$ cat config.mk
export PLATFORM = sky130hd
export DESIGN_NAME = ysyx_22041412_mul_ctrl
export DESIGN_NICKNAME = d
export VERILOG_FILES = /design/src/rtl/ysyx_22041412_mul_pkg.sv /design/src/rtl/ysyx_22041412_mul_dec.sv /design/src/rtl/ysyx_22041412_mul_ctrl.sv
export SDC_FILE = /design/constraint.sdc
export NUM_CORES = 1
export LEC_CHECK = 0
export ABC_CLOCK_PERIOD_IN_PS = 2500
export BUFFER_PORTS_ARGS = -buffer_cell sky130_fd_sc_hd__buf_2
export CAP_MARGIN = 25
export CORE_AREA = 2 2 159 161
export DETAILED_ROUTE_END_ITERATION = 16
export DIE_AREA = 0 0 161 163
export SLEW_MARGIN = 25
export SYNTH_ARGS = -nofsm -noshare
export SYNTH_HDL_FRONTEND = slang
export SYNTH_SLANG_ARGS = --single-unit
$ cat constraint.sdc
create_clock -name clk -period 2.5 [get_ports clk]
set_clock_uncertainty 0.1 [all_clocks]
set_input_delay 0.75 -clock clk [delete_from_list [all_inputs] [get_ports clk]]
set_output_delay 0.75 -clock clk [all_outputs]
set_load 0.02 [all_outputs]
$ cat src/rtl/ysyx_22041412_mul_pkg.sv
// Shared definitions for the EXU-side multiplier controller.
// Contents:
//   - RV64M multiply op codes carried on req_op_i (5-7 are illegal)
//   - controller state encoding
//   - operand signedness codes for mul_signed_o ([1] multiplicand, [0] multiplier)
//   - decoded control bundle produced by ysyx_22041412_mul_dec
//   - helper that sign-extends a 32-bit word result to 64 bits
package ysyx_22041412_mul_pkg;

  localparam logic [2:0] OpMul    = 3'd0;
  localparam logic [2:0] OpMulh   = 3'd1;
  localparam logic [2:0] OpMulhsu = 3'd2;
  localparam logic [2:0] OpMulhu  = 3'd3;
  localparam logic [2:0] OpMulw   = 3'd4;

  localparam logic [1:0] SgnSS = 2'b11;
  localparam logic [1:0] SgnSU = 2'b10;
  localparam logic [1:0] SgnUU = 2'b00;

  typedef enum logic [1:0] {
    StIdle  = 2'd0,
    StReq   = 2'd1,
    StDone  = 2'd2,
    StAbort = 2'd3
  } mul_state_e;

  typedef struct packed {
    logic       legal;
    logic       mulw;
    logic [1:0] sgn;
    logic       mode;
  } mul_ctrl_t;

  function automatic logic [63:0] sext_word(input logic [31:0] w);
    return {{32{w[31]}}, w};
  endfunction

endpackage

$ cat src/rtl/ysyx_22041412_mul_dec.sv
// Combinational decoder from RV64M multiply op to multiplier controls.
// Ports:
//   op_i   : 3-bit op code (see package; 5-7 illegal)
//   ctrl_o : {legal, mulw, signed[1:0], mode}
// Illegal codes return an all-zero bundle, so legal=0 tells the controller
// to skip the multiplier entirely.
module ysyx_22041412_mul_dec
  import ysyx_22041412_mul_pkg::*;
(
  input  logic [2:0] op_i,
  output mul_ctrl_t  ctrl_o
);

  always_comb begin
    ctrl_o = '0;
    case (op_i)
      OpMul: begin
        ctrl_o.legal = 1'b1;
        ctrl_o.sgn   = SgnUU;
        ctrl_o.mode  = 1'b0;
      end
      OpMulh: begin
        ctrl_o.legal = 1'b1;
        ctrl_o.sgn   = SgnSS;
        ctrl_o.mode  = 1'b1;
      end
      OpMulhsu: begin
        ctrl_o.legal = 1'b1;
        ctrl_o.sgn   = SgnSU;
        ctrl_o.mode  = 1'b1;
      end
      OpMulhu: begin
        ctrl_o.legal = 1'b1;
        ctrl_o.sgn   = SgnUU;
        ctrl_o.mode  = 1'b1;
      end
      OpMulw: begin
        ctrl_o.legal = 1'b1;
        ctrl_o.mulw  = 1'b1;
        ctrl_o.sgn   = SgnUU;
        ctrl_o.mode  = 1'b0;
      end
      default: ctrl_o = '0;
    endcase
  end

endmodule

$ cat src/rtl/ysyx_22041412_mul_ctrl.sv
// EXU-side initiator for the iterative radix-4 Booth multiplier.
// Accepts one multiply op at a time, drives the multiplier's hold-valid
// request, captures its one-cycle result pulse and buffers the write-back.
// Ports:
//   clk, rst (async, active-low), flush (abandon current op)
//   req_*    : op request from EXU (valid/ready, op, src1, src2, rd)
//   busy_o   : stall, high whenever not idle
//   wb_*     : buffered result (valid/ready, data, rd)
//   err_o    : one-cycle pulse when the response watchdog fires
//   mul_*    : multiplier interface (request, operands, controls, flush,
//              ready, done pulse and result)
// All outputs are registered except req_ready_o and busy_o.
module ysyx_22041412_mul_ctrl
  import ysyx_22041412_mul_pkg::*;
#(
  parameter int unsigned XLEN    = 64,
  parameter int unsigned TIMEOUT = 40,
  parameter int unsigned CNT_W   = 6
) (
  input  logic            clk,
  input  logic            rst,
  input  logic            flush,
  input  logic            req_valid_i,
  output logic            req_ready_o,
  input  logic [2:0]      req_op_i,
  input  logic [XLEN-1:0] req_src1_i,
  input  logic [XLEN-1:0] req_src2_i,
  input  logic [4:0]      req_rd_i,
  output logic            busy_o,
  output logic            wb_valid_o,
  input  logic            wb_ready_i,
  output logic [XLEN-1:0] wb_data_o,
  output logic [4:0]      wb_rd_o,
  output logic            err_o,
  output logic            mul_req_o,
  output logic [XLEN-1:0] mul_multiplicand_o,
  output logic [XLEN-1:0] mul_multiplier_o,
  output logic            mulw_o,
  output logic [1:0]      mul_signed_o,
  output logic            mul_mode_o,
  output logic            mul_flush_o,
  output logic            mul_ready_o,
  input  logic            mul_done_i,
  input  logic [XLEN-1:0] mul_result_i
);

  mul_state_e      r_state;
  logic [CNT_W-1:0] r_cnt;

  mul_ctrl_t       w_ctrl;
  logic            w_accept;
  logic            w_timeout;
  logic [XLEN-1:0] w_result;

  ysyx_22041412_mul_dec u_dec (
    .op_i   (req_op_i),
    .ctrl_o (w_ctrl)
  );

  assign req_ready_o = (r_state == StIdle) & ~flush;
  assign busy_o      = (r_state != StIdle);
  assign w_accept    = req_valid_i & req_ready_o;

  // r_cnt holds the number of REQ cycles already completed, so the abort
  // edge is the TIMEOUT-th edge spent in REQ.
  assign w_timeout = (r_cnt == CNT_W'(TIMEOUT - 1));

  // Word ops: the multiplier's upper half is not trusted, rebuild it from bit 31.
  assign w_result = mulw_o ? {{(XLEN-32){mul_result_i[31]}}, mul_result_i[31:0]}
                           : mul_result_i;

  always_ff @(posedge clk or negedge rst) begin
    if (!rst) begin
      r_state            <= StIdle;
      r_cnt              <= '0;
      wb_valid_o         <= 1'b0;
      wb_data_o          <= '0;
      wb_rd_o            <= '0;
      err_o              <= 1'b0;
      mul_req_o          <= 1'b0;
      mul_multiplicand_o <= '0;
      mul_multiplier_o   <= '0;
      mulw_o             <= 1'b0;
      mul_signed_o       <= '0;
      mul_mode_o         <= 1'b0;
      mul_flush_o        <= 1'b0;
      mul_ready_o        <= 1'b0;
    end else begin
      // Pulses default low and are raised only on the edge entering ABORT.
      mul_flush_o <= 1'b0;
      err_o       <= 1'b0;

      case (r_state)
        StIdle: begin
          if (w_accept) begin
            mul_multiplicand_o <= req_src1_i;
            mul_multiplier_o   <= req_src2_i;
            wb_rd_o            <= req_rd_i;
            mulw_o             <= w_ctrl.mulw;
            mul_signed_o       <= w_ctrl.sgn;
            mul_mode_o         <= w_ctrl.mode;
            if (w_ctrl.legal) begin
              r_state     <= StReq;
              r_cnt       <= '0;
              mul_req_o   <= 1'b1;
              mul_ready_o <= 1'b1;
            end else begin
              // Illegal op never touches the multiplier; write back zero.
              r_state    <= StDone;
              wb_valid_o <= 1'b1;
              wb_data_o  <= '0;
            end
          end
        end

        StReq: begin
          if (flush) begin
            // Flush beats a same-cycle done; the result is dropped.
            r_state     <= StAbort;
            mul_req_o   <= 1'b0;
            mul_ready_o <= 1'b0;
            mul_flush_o <= 1'b1;
          end else if (mul_done_i) begin
            // Dropping mul_req_o here stops the multiplier from restarting.
            r_state     <= StDone;
            mul_req_o   <= 1'b0;
            mul_ready_o <= 1'b0;
            wb_valid_o  <= 1'b1;
            wb_data_o   <= w_result;
          end else if (w_timeout) begin
            r_state     <= StAbort;
            mul_req_o   <= 1'b0;
            mul_ready_o <= 1'b0;
            mul_flush_o <= 1'b1;
            err_o       <= 1'b1;
          end else begin
            r_cnt <= r_cnt + CNT_W'(1);
          end
        end

        StDone: begin
          if (flush || wb_ready_i) begin
            wb_valid_o <= 1'b0;
            r_state    <= StIdle;
          end
        end

        // Single cycle with valid low so the multiplier sees the drop;
        // any late done pulse here is ignored.
        StAbort: begin
          r_state <= StIdle;
        end

        default: begin
          r_state <= StIdle;
        end
      endcase
    end
  end

endmodule

---- Word-level counts from Yosys, hierarchy flattened ----
Cells that the tools add are included.
W data, S select, Z words.
storage, ports and cells
  flip-flop bits (word level) ............. 213
  input port bits ......................... 206
  output and inout bits ................... 208
operators by class
  add/sub/neg operators ................... 1
  eq/ne operators ......................... 17
  multiplexer cells ....................... 40
  bitwise gates (word level) .............. 3
  reduce and logical (&&, ||, !) cells .... 13
operators with widths
  cell                   count
  $mux W64               5
  $pmux W64 S2           1
  $mux W6                5
  $mux W1                18
  $ne A2 B2 Y1 const B   7
  $mux W2                6
  $pmux W6 S2            1
  $reduce_and A6 Y1      2
  $pmux W3 S3            1
  $pmux W2 S4            1
  $add A6 B1 Y6 const B  1
  $eq A3 B2 Y1 const B   2
  $eq A6 B6 Y1 const B   1
  $reduce_and A5 Y1      1
  $reduce_or A5 Y1       1
  $eq A2 B2 Y1 const B   2
  $ne A4 B4 Y1 const B   1
  $reduce_and A4 Y1      1
  $reduce_bool A2 Y1     2
  $eq A3 B1 Y1 const B   1
  $eq A3 B3 Y1 const B   1
  $logic_not A3 Y1       1
  $pmux W1 S3            1
  $reduce_and A3 Y1      1
  9 further kinds        10

---- Longest topological paths before layout ----
Gate-level depths: netlist (run 1).
  word-level depth ........................ 6
  depth in mapped cells ................... 8

---- Cells and area by module ----
Synthesis (run 1) repeated with hierarchy kept, for this count alone.
unflattened totals
  cell total of the unflattened synthesis .. 849
  area, all modules ....................... 8300.5 µm²
modules (own cells, without submodules)
  module                  times used  cells each  area each (µm²)  seq. area each (µm²)
  ysyx_22041412_mul_ctrl  1           842         8261.7           5330.1
  ysyx_22041412_mul_dec   1           7           38.8             0.0

---- Worst setup path after synthesis (run 1) ----
OpenSTA, ideal clock, no wires.
  path type ............................... input to register
  start ................................... in flush
  end ..................................... reg wb_data_o[10]
  library setup time ...................... 0.121 ns
  arrival time ............................ 2.103 ns
  data required time ...................... 2.279 ns
  path slack .............................. 0.176 ns
  cell stages on the path ................. 8
  buffers on the path ..................... 4
  cells stage by stage .................... buf_2 -> or4b_1 -> buf_2 -> nor2_4 -> nor2_1 -> buf_6 -> buf_6 -> a22o_1
on the way
  longest elaborated chain between the ends .. 5
  elaborated cells on any way between the ends .. 6
  classes of those cells .................. 2 x eq/ne; 3 x bitwise; 1 x reduce/logical
ends and longest elaborated chain
  what                             line                           source
  from (decl)                      ysyx_22041412_mul_ctrl.sv:22   input logic flush,
  $not A1 Y1                       ysyx_22041412_mul_ctrl.sv:60   assign req_ready_o = (r_state == StIdle) & ~flush;
  $and A1 B1 Y1                    ysyx_22041412_mul_ctrl.sv:60
  $and A1 B1 Y1                    ysyx_22041412_mul_ctrl.sv:62   assign w_accept = req_valid_i & req_ready_o;
  $ne A2 B2 Y1 (no line)           --
  $reduce_and A5 Y1 (no line) (*)  --
  to (signal assigned)             ysyx_22041412_mul_ctrl.sv:129  wb_data_o <= w_result;
  to (decl)                        ysyx_22041412_mul_ctrl.sv:32   output logic [XLEN-1:0] wb_data_o,
Mark *: on every way between the ends. The rest lies on a longest branch, timed or not.
A chain may end at the register's enable or synchronous reset.

---- Final worst setup path (run 1) ----
  start ................................... reg r_state[1]
  end ..................................... out req_ready_o
on the way
  longest elaborated chain between the ends .. 2
ends and longest elaborated chain
  what                    line                           source
  from (decl)             ysyx_22041412_mul_ctrl.sv:47   mul_state_e r_state;
  from (signal assigned)  ysyx_22041412_mul_ctrl.sv:74   r_state <= StIdle;
  from (signal assigned)  ysyx_22041412_mul_ctrl.sv:103  r_state <= StReq;
  from (signal assigned)  ysyx_22041412_mul_ctrl.sv:109  r_state <= StDone;
  $logic_not A2 Y1        ysyx_22041412_mul_ctrl.sv:60
  $and A1 B1 Y1           ysyx_22041412_mul_ctrl.sv:60
  to (decl)               ysyx_22041412_mul_ctrl.sv:24   output logic req_ready_o,
Every way passes these cells.

==> flow_summary.ini, run 1 <==
[status]
outcome = finished, final reports clean

[routing]
viasPerCell = 4.55
drtAntennaViolNets = 0
post_drt_wl_per_cell_um = 15.5
drc = 0
drt_iter0_drc = 451
dr.pass1.iters = 6
dr_total_vias = 7234
wl_um = 24700

[floorplan]
rows = 58
die_width_um = 161
fp.dieArea_um2 = 26200
io_pins = 414
core_um2 = 24700
start_util_pct = 33.5
die_y_um = 163

[layout]
utilization_pct = 47.2
final_common_cell = buf_2
fill_cells = 2414
drive_gt1_share_pct = 38.4
fin_area_um2 = 11700
mostFrequentLayoutCells = 412 x buf_2, 409 x nand2_1, 212 x dfrtp_1
nets = 1449
seqCellArea_um2 = 5330
syn_to_final_growth_pct = 41.0
multiInputGateArea_um2 = 2700

[worst_setup_path]
critPathMaxFanout = 7
crit_chain = or2_2, nor2_1, buf_2
startpoint_type = register
slowest_delay_ns = 0.47
cp.arrival_ns = 1.60
path_class = register to primary output
r2r_start = r_state[1]
crit_path_end_kind = primary output
r2r_cells = 5
reg2reg_to = wb_data_o[21]
reg2reg_slack_ns = 0.48
slowest_stage = dfrtp_1
critPathRequiredTime_ns = 1.65

[timing]
finalSetupViolCount = 0
final.setup.tns_ns = 0
worst_slew_margin_rel_pct = 45.1
rsz0062_at_grt = no
finalHoldViolCount = 0
max_freq_mhz = 409
period_needed_ns = 2.45
drv_slew = 0
worst_pin_slew_ns = 0.823
finalCritPeriodShare_pct = 97.9

[synth]
synth_top_area_share_pct = 64.5
ys_ff_latch = 213
ys_warn_count = 0
syn_area_um2 = 8270
synth_compound_area_share_pct = 11.0
synthSimpleGateAreaFrac_pct = 20.7
syn_avg_cell_area_um2 = 9.88
synth_top_family_by_area = simple AND/OR/NAND/NOR gates
ys_top_cells_by_area = dfrtp_1 64%, nand2_1 19%, a22o_1 3.5%
muxShareOfSynthArea_pct = 0.378
synth_nets = 1044
synth-seq-area-share_pct = 64.5
yosysTopAreaCell = dfrtp_1
synth_xor_area_share_pct = 0.106
ys_types = 42
netlist_instances = 837
synthAdderAreaFrac_pct = 0.151

[power]
sw_frac_of_total_pct = 39.7
p_clk_share_pct = 24.7
seq_power_share_pct = 36.6
finalPower_mw = 15.6
ir_drop_uv = 735
p_leak_nw = 6.58
p_per_area_nw_per_um2 = 1340
switchingPower_mw = 6.20
comb_power_share_pct = 38.7
p_int_mw = 9.43

[global_routing]
grt_pass1_wl_um = 38700
overflow = 0
grt_usage_pct = 18.2
grt_max_degree = 79
grt_pass1_vias = 7226
antenna_found_initial = 2

[clock_network]
numCtsBuffers = 24
cts_buffer_depth = 3
cts_tree = yes
clk_latency_ns = 0.53
cts.reportedPaths.clkPinSlew_ns = 0.07
cts.sinks = 213
cts-root-buf = clkbuf_16
postCtsSetupBuffers = 0
cts_htree_levels = 1

[place]
place_congestion = 0.797
place_hpwl_um = 17400
placed_area_um2 = 10800
port_buffers = 413

[flow_run]
cap_violations = 0

[min_path]
hold_path_class = input pin to asynchronous set/reset pin
[worst max-delay path by stage]
stage,start,end,slack [ns],cells after the start
6_report,r_state[1],req_ready_o,0.05,3
3_3_place_gp,flush,mul_signed_o[0],0.20,4
3_5_place_dp,flush,mul_signed_o[0],0.17,4
4_1_cts,r_state[1],req_ready_o,0.03,3
5_1_grt,r_state[0],req_ready_o,0.003,3
2_1_floorplan,flush,wb_data_o[10],0.18,8
[power groups by stage]
stage	clock network (mW)	logic (mW)	registers [mW]
2_1_floorplan	0	1.90	7.56
3_3_place_gp	0	6.08	5.72
3_5_place_dp	0	6.16	5.72
4_1_cts	3.94	6.15	5.72
5_1_grt	4.10	6.61	5.92
6_report	3.86	6.05	5.72
[synthesized netlist by cell type]
cell	number
a2111oi_2	1
a211o_1	1
a211oi_1	1
a21bo_2	1
a21boi_0	1
a21oi_1	36
a22o_1	33
a31oi_1	1
and2_1	2
and3_1	1
and3b_1	1
buf_1	1
buf_2	6
buf_4	1
buf_6	4
clkbuf_1	43
dfrtp_1	213
ha_1	1
inv_1	3
mux2_2	1
mux2i_1	2
nand2_1	409
nand2b_1	4
nand3_1	2
nand3b_1	1
nor2_1	9
nor2_4	1
nor2b_1	4
nor4_1	1
nor4b_2	1
o21a_1	2
o21ai_0	4
o21ai_1	2
o221ai_1	1
o22ai_1	1
o2bb2ai_1	33
o31ai_1	3
o32ai_1	1
o41ai_1	1
or2_2	1
or4b_1	1
xnor2_1	1
[state kept, by name (all words and copies together) (netlist names)]
| register | cells |
|---|---|
| mul_multiplicand_o | 64 |
| mul_ready_o | 1 |
| r_cnt | 6 |
| mul_multiplier_o | 64 |
| wb_valid_o | 1 |
| mulw_o | 1 |
| wb_rd_o | 5 |
| mul_mode_o | 1 |
| err_o | 1 |
| mul_flush_o | 1 |
| wb_data_o | 64 |
| mul_signed_o | 2 |
| r_state | 2 |
[cell type report]
| type | instances | share of cell area, % |
|---|---|---|
| flip-flops and latches | 213 | 45.7 |
| multi-input cells | 566 | 23.2 |
| repair buffers | 434 | 19.9 |
| clock buffers | 32 | 5.84 |
| well taps | 330 | 3.54 |
| clock inverters | 10 | 1.66 |
| inverters | 3 | 0.0966 |
| diodes | 1 | 0.0215 |
[per-layer routing]
layer	vias up	GRT usage (%)	share of wire, %
met2	302	30.1	47
met1	3362	22.5	41
met4	2	5.44	2.3
met5	-	0	0.053
li1	3529	-	-
met3	39	6.47	10
[stage by stage]
| stage | instances | setup slack [ns] | hold slack (ns) |
|---|---|---|---|
| floorplan | 837 | 0.176 | 0.354 |
| global placement | 1546 | 0.200 | 0.353 |
| detailed placement | 1546 | 0.169 | 0.356 |
| CTS | 1588 | 0.0256 | 0.0844 |
| global route | 1589 | 0.00330 | 0.105 |
| finish | 1589 | 0.0521 | 0.0809 |
[critical path: cells and delay by family, from the launching register on]
kind                   cells  cell delay, ns
buffers and inverters      1            0.18
and+or+nand+nor            2            0.41
DFF                        1            0.47
[cells by family (layout without fill, tap and decap cells)]
kind of cell,Yosys count,count (layout)
buffers and inverters,58,479
other,0,1
AND/OR/NAND/NOR,438,438
adder cells (fa/ha/maj),1,1
AO/OA/AOI/OAI,123,123
XOR/XNOR,1,1
flip-flops,213,213
multiplexers,3,3
[repair_timing]
item                                    in CTS  in global routing
hold buffers                                 0                  0
resized for setup                            1                  0
endpoints found under the setup margin       1                  0
Power figures use the tool's default switching activity.
==> run 2: changes to the inputs <==
Settings changed: BUFFER_PORTS_ARGS -buffer_cell sky130_fd_sc_hd__buf_2 to unset, CORE_AREA 2 2 159 161 to 2 2 162 164, DIE_AREA 0 0 161 163 to 0 0 164 166, DONT_BUFFER_PORTS set to 1, PLACE_DENSITY set to 0.54.
==> run 2 against run 1 <==
  * The flow now finishes with violations (hold timing)
  * Non-clock buffer count is 416 lower
  * Clock power down 13%
  * Via count shrank 21%
  * Power fell by 13%
  * Sequential power is 40% higher
  * Hold slack worse by 0.24 ns
  * Die area rose by 3.7%
  * Combinational power down 62%
  * Flip-flop and latch count did not move
  * Setup slack improved by 0.099 ns
  * Wire length shrank 11%
  * Critical path type unchanged
==> flow_summary.ini, run 2 (synthesis gave the netlist of run 1 again) <==
[status]
outcome = finished with violations
violations = hold timing

[floorplan]
start_util_pct = 32.3
die_width_um = 164
io_pins = 414
fp.dieArea_um2 = 27200
core_um2 = 25600
die_y_um = 166
rows = 59

[timing]
drv_slew = 0
max_freq_mhz = 426
worst_pin_slew_ns = 0.730
whs_ns = -0.161
finalSetupViolCount = 0
period_needed_ns = 2.35
worst_slew_margin_rel_pct = 51.3
finalCritPeriodShare_pct = 94.0
finalHoldViolCount = 213
rsz0062_at_grt = no
final.setup.tns_ns = 0

[global_routing]
grt_pass1_wl_um = 33600
antenna_found_initial = 0
grt_usage_pct = 15.5
overflow = 0
grt_pass1_vias = 6014
grt_max_degree = 214

[worst_setup_path]
startpoint_type = register
crit_path_end_kind = primary output
reg2reg_slack_ns = 0.49
critPathRequiredTime_ns = 1.65
cp.arrival_ns = 1.50
critPathMaxFanout = 10
path_class = register to primary output

[routing]
wl_um = 22000
dr.pass1.iters = 4
dr_total_vias = 5705
drtAntennaViolNets = 0
drc = 0
drt_iter0_drc = 375
post_drt_wl_per_cell_um = 18.7
viasPerCell = 4.86

[layout]
final_common_cell = nand2_1
largestRegisters = mul_multiplicand_o: 64 flops, mul_multiplier_o: 64 flops, wb_data_o: 64 flops
syn_to_final_growth_pct = 14.1
diodes = 0
drive_gt1_share_pct = 7.38
nets = 1032
mostFrequentLayoutCells = 409 x nand2_1, 213 x dfrtp_1, 36 x a21oi_1
finalNonFillerCells = 1175

[place]
place_hpwl_um = 15100
dp.cells = 1135
port_buffers = 0
place_congestion = 0.753

[power]
sw_frac_of_total_pct = 41.8
p_int_mw = 7.94
p_clk_share_pct = 24.5
p_per_area_nw_per_um2 = 1450
comb_power_share_pct = 17.0
seq_power_share_pct = 58.5
switchingPower_mw = 5.71
ir_drop_uv = 679
p_leak_nw = 4.74

[clock_network]
clk_latency_ns = 0.50
cts_buffer_depth = 3
cts-root-buf = clkbuf_16
cts.sinks = 213
cts.reportedPaths.clkPinSlew_ns = 0.06
cts_tree = yes
numCtsBuffers = 23
cts_htree_levels = 1
postCtsSetupBuffers = 0

[min_path]
hold_path_class = input pin to asynchronous set/reset pin

[flow_run]
cap_violations = 0
-- run 2: cell count changes in the layout (fill, tap and decap cells not counted), sizes merged --
cell | before | now
diode | 1 | 0
bufinv | 5 | 1
clkinv | 2 | 3
buf | 434 | 18
clkinvlp | 3 | 1
clkbuf | 32 | 35
-- run 2: worst paths after layout --
check                      cells after the start       start                      to
max                                            2  r_state[0]             req_ready_o
min                                            0         rst           wb_data_o[32]
max reg2reg                                    5  r_state[0]           wb_data_o[29]
min reg2reg                                    2    r_cnt[5]                r_cnt[5]
max in group asynchronous                      0         rst  mul_multiplicand_o[47]
min in group clk                               1  mul_done_i                   err_o
-- run 2: stage by stage --
stage / worst slack [ns] / total power, mW / instance area [um2] / hold WS [ns] / util [%]
global route: 0.0697 / 14.5 / 9440 / -0.193 / 36.8
detailed placement: 0.306 / 10.4 / 8680 / 0.359 / 33.9
CTS: 0.00978 / 13.9 / 9430 / -0.190 / 36.8
global placement: 0.300 / 10.3 / 8680 / 0.358 / 33.9
floorplan: 0.176 / 9.46 / 8270 / 0.354 / -
finish: 0.151 / 13.6 / 9440 / -0.161 / 36.8
-- run 2: layout make-up --
type                            instances  area, um2
Fill cell                            2540      16200
Sequential cell                       213       5330
Multi-Input combinational cell        566       2710
Clock buffer                           35        691
Tap cell                              335        419
Timing Repair Buffer                   18        223
Clock inverter                          5       52.6
Inverter                                3       11.3
-- run 2: power groups by stage --
stage | sequential, mW | combinational, mW | clock (mW)
finish | 7.99 | 2.32 | 3.34
global route | 8.19 | 2.72 | 3.61
CTS | 8.03 | 2.37 | 3.46
detailed placement | 8.04 | 2.37 | 0
global placement | 8.10 | 2.24 | 0
floorplan | 7.56 | 1.90 | 0
-- run 2: critical path: stages (launching register included) --
cell	delay (ns)
dfrtp_1	0.49
or2_4	0.35
nor2_4	0.16
-- run 2: timing repair --
action | 4_1_cts | 5_1_grt
pin swaps | 0 | 0
setup endpoints to repair | 1 | 1
gates resized for setup | 2 | 1
hold endpoints to repair | 213 | 213
-- run 2: layer usage --
| metal | up-vias | global-route usage (%) | share of wire [%] |
|---|---|---|---|
| li1 | 2689 | - | - |
| met1 | 2662 | 17.9 | 37 |
| met2 | 311 | 26.2 | 47 |
| met3 | 43 | 6.42 | 13 |
| met4 | 0 | 4.88 | 2.5 |
| met5 | - | 0 | 0 |
==> run 3: changes to the inputs <==
Settings changed: MAX_ROUTING_LAYER set to met4.
==> run 3 against run 2 <==
  * The run still ends with hold timing left
  * Clock-buffer cell count is the same
  * Largest power group unchanged
  * Sequential power about the same
  * Largest cell class unchanged
  * Non-clock buffer count did not move
  * Critical path depth is the same
==> flow_summary.ini, run 3 (synthesis gave the netlist of run 1 again) <==
[global_routing]
antenna_found_initial = 0
grt_pass1_wl_um = 33600
grt_max_degree = 214
grt_usage_pct = 16.0
overflow = 0
grt_pass1_vias = 6029

[worst_setup_path]
slowest_delay_ns = 0.48
r2r_cells = 5
cp.arrival_ns = 1.49
crit_family = simple AND/OR/NAND/NOR gates
startpoint_type = register
path_class = register to primary output
critPathRequiredTime_ns = 1.65
critPathMaxFanout = 10
reg2reg_slack_ns = 0.49
crit_chain = or2_4, nor2_4
critPathBufInv = 0
crit_path_end_kind = primary output
reg2reg_to = wb_data_o[29]
r2r_start = r_state[0]
slowest_stage = dfrtp_1

[clock_network]
cts.reportedPaths.clkPinSlew_ns = 0.06
cts-root-buf = clkbuf_16
cts.sinks = 213
clk_latency_ns = 0.50
cts_htree_levels = 1
cts_tree = yes
numCtsBuffers = 23
postCtsSetupBuffers = 0
cts_buffer_depth = 3

[timing]
finalCritPeriodShare_pct = 93.8
drv_slew = 0
whs_ns = -0.160
setup_ws_ns = 0.156
period_needed_ns = 2.34
finalHoldViolCount = 213
final.setup.tns_ns = 0
finalSetupViolCount = 0
worst_slew_margin_rel_pct = 50.5
rsz0062_at_grt = no
max_freq_mhz = 427
worst_pin_slew_ns = 0.742

[power]
finalPower_mw = 13.7
p_int_mw = 7.94
p_clk_share_pct = 24.4
comb_power_share_pct = 17.0
switchingPower_mw = 5.71
p_per_area_nw_per_um2 = 1450
sw_frac_of_total_pct = 41.9
seq_power_share_pct = 58.5
p_leak_nw = 4.74
ir_drop_uv = 685

[floorplan]
die_width_um = 164
core_um2 = 25600
io_pins = 414
die_y_um = 166
fp.dieArea_um2 = 27200
rows = 59
start_util_pct = 32.3

[routing]
post_drt_wl_per_cell_um = 18.8
wl_um = 22000
dr_total_vias = 5736
drtAntennaViolNets = 0
drt_iter0_drc = 401
drc = 0
dr.pass1.iters = 6
viasPerCell = 4.88

[status]
outcome = finished with violations
violations = hold timing

[layout]
mostFrequentLayoutCells = 409 x nand2_1, 213 x dfrtp_1, 36 x a21oi_1
drive_gt1_share_pct = 7.38
seqCellArea_um2 = 5330
multiInputGateArea_um2 = 2710
largestRegisters = mul_multiplicand_o: 64 flops, mul_multiplier_o: 64 flops, wb_data_o: 64 flops
finalNonFillerCells = 1175
nets = 1032
final_common_cell = nand2_1
diodes = 0
fill_cells = 2540
syn_to_final_growth_pct = 14.1

[place]
dp.cells = 1135
port_buffers = 0
place_hpwl_um = 15100
place_congestion = 0.763
pre_cts_ws_ns = 0.306

[flow_run]
cap_violations = 0

[min_path]
hold_path_class = input pin to asynchronous set/reset pin
run 3: cell type report:
class / instances / share of cell area [%]
clock buffers: 35 / 7.32
inverters: 3 / 0.119
flip-flops and latches: 213 / 56.5
repair buffers: 18 / 2.36
multi-input cells: 566 / 28.7
clock inverters: 5 / 0.557
well taps: 335 / 4.44
run 3: metrics by stage:
step / hold slack (ns) / utilization, % / area [um2]
floorplan: 0.354 / - / 8270
global placement: 0.358 / 33.9 / 8680
detailed placement: 0.359 / 33.9 / 8680
CTS: -0.190 / 36.8 / 9430
global route: -0.193 / 36.8 / 9440
finish: -0.160 / 36.8 / 9440
run 3: repair_timing:
action                                  in CTS  in global routing
endpoints found under the setup margin       1                  1
resized for setup                            2                  1
endpoints found under the hold margin      213                213
run 3: how the worst max path moves through the flow:
| stage | start | to | slack [ns] | depth (start not counted) |
|---|---|---|---|---|
| after detailed placement | flush | r_cnt[3] | 0.31 | 4 |
| after floorplan | flush | wb_data_o[10] | 0.18 | 8 |
| after global routing | r_state[0] | req_ready_o | 0.07 | 2 |
| after global placement | flush | r_cnt[3] | 0.30 | 4 |
| final | r_state[0] | req_ready_o | 0.16 | 2 |
| after CTS | r_state[0] | req_ready_o | 0.01 | 2 |
run 3: power groups by stage:
stage,combinational [mW],sequential (mW),clock [mW]
6_report,2.33,7.99,3.34
5_1_grt,2.72,8.19,3.62
4_1_cts,2.37,8.03,3.46
3_5_place_dp,2.37,8.04,0
3_3_place_gp,2.24,8.10,0
2_1_floorplan,1.90,7.56,0
run 3: per-layer routing:
layer	routed length, um	track usage (%)
met4	554	4.92
met3	2690	5.42
met1	8360	18.4
met2	10400	26.2
met5	0	-
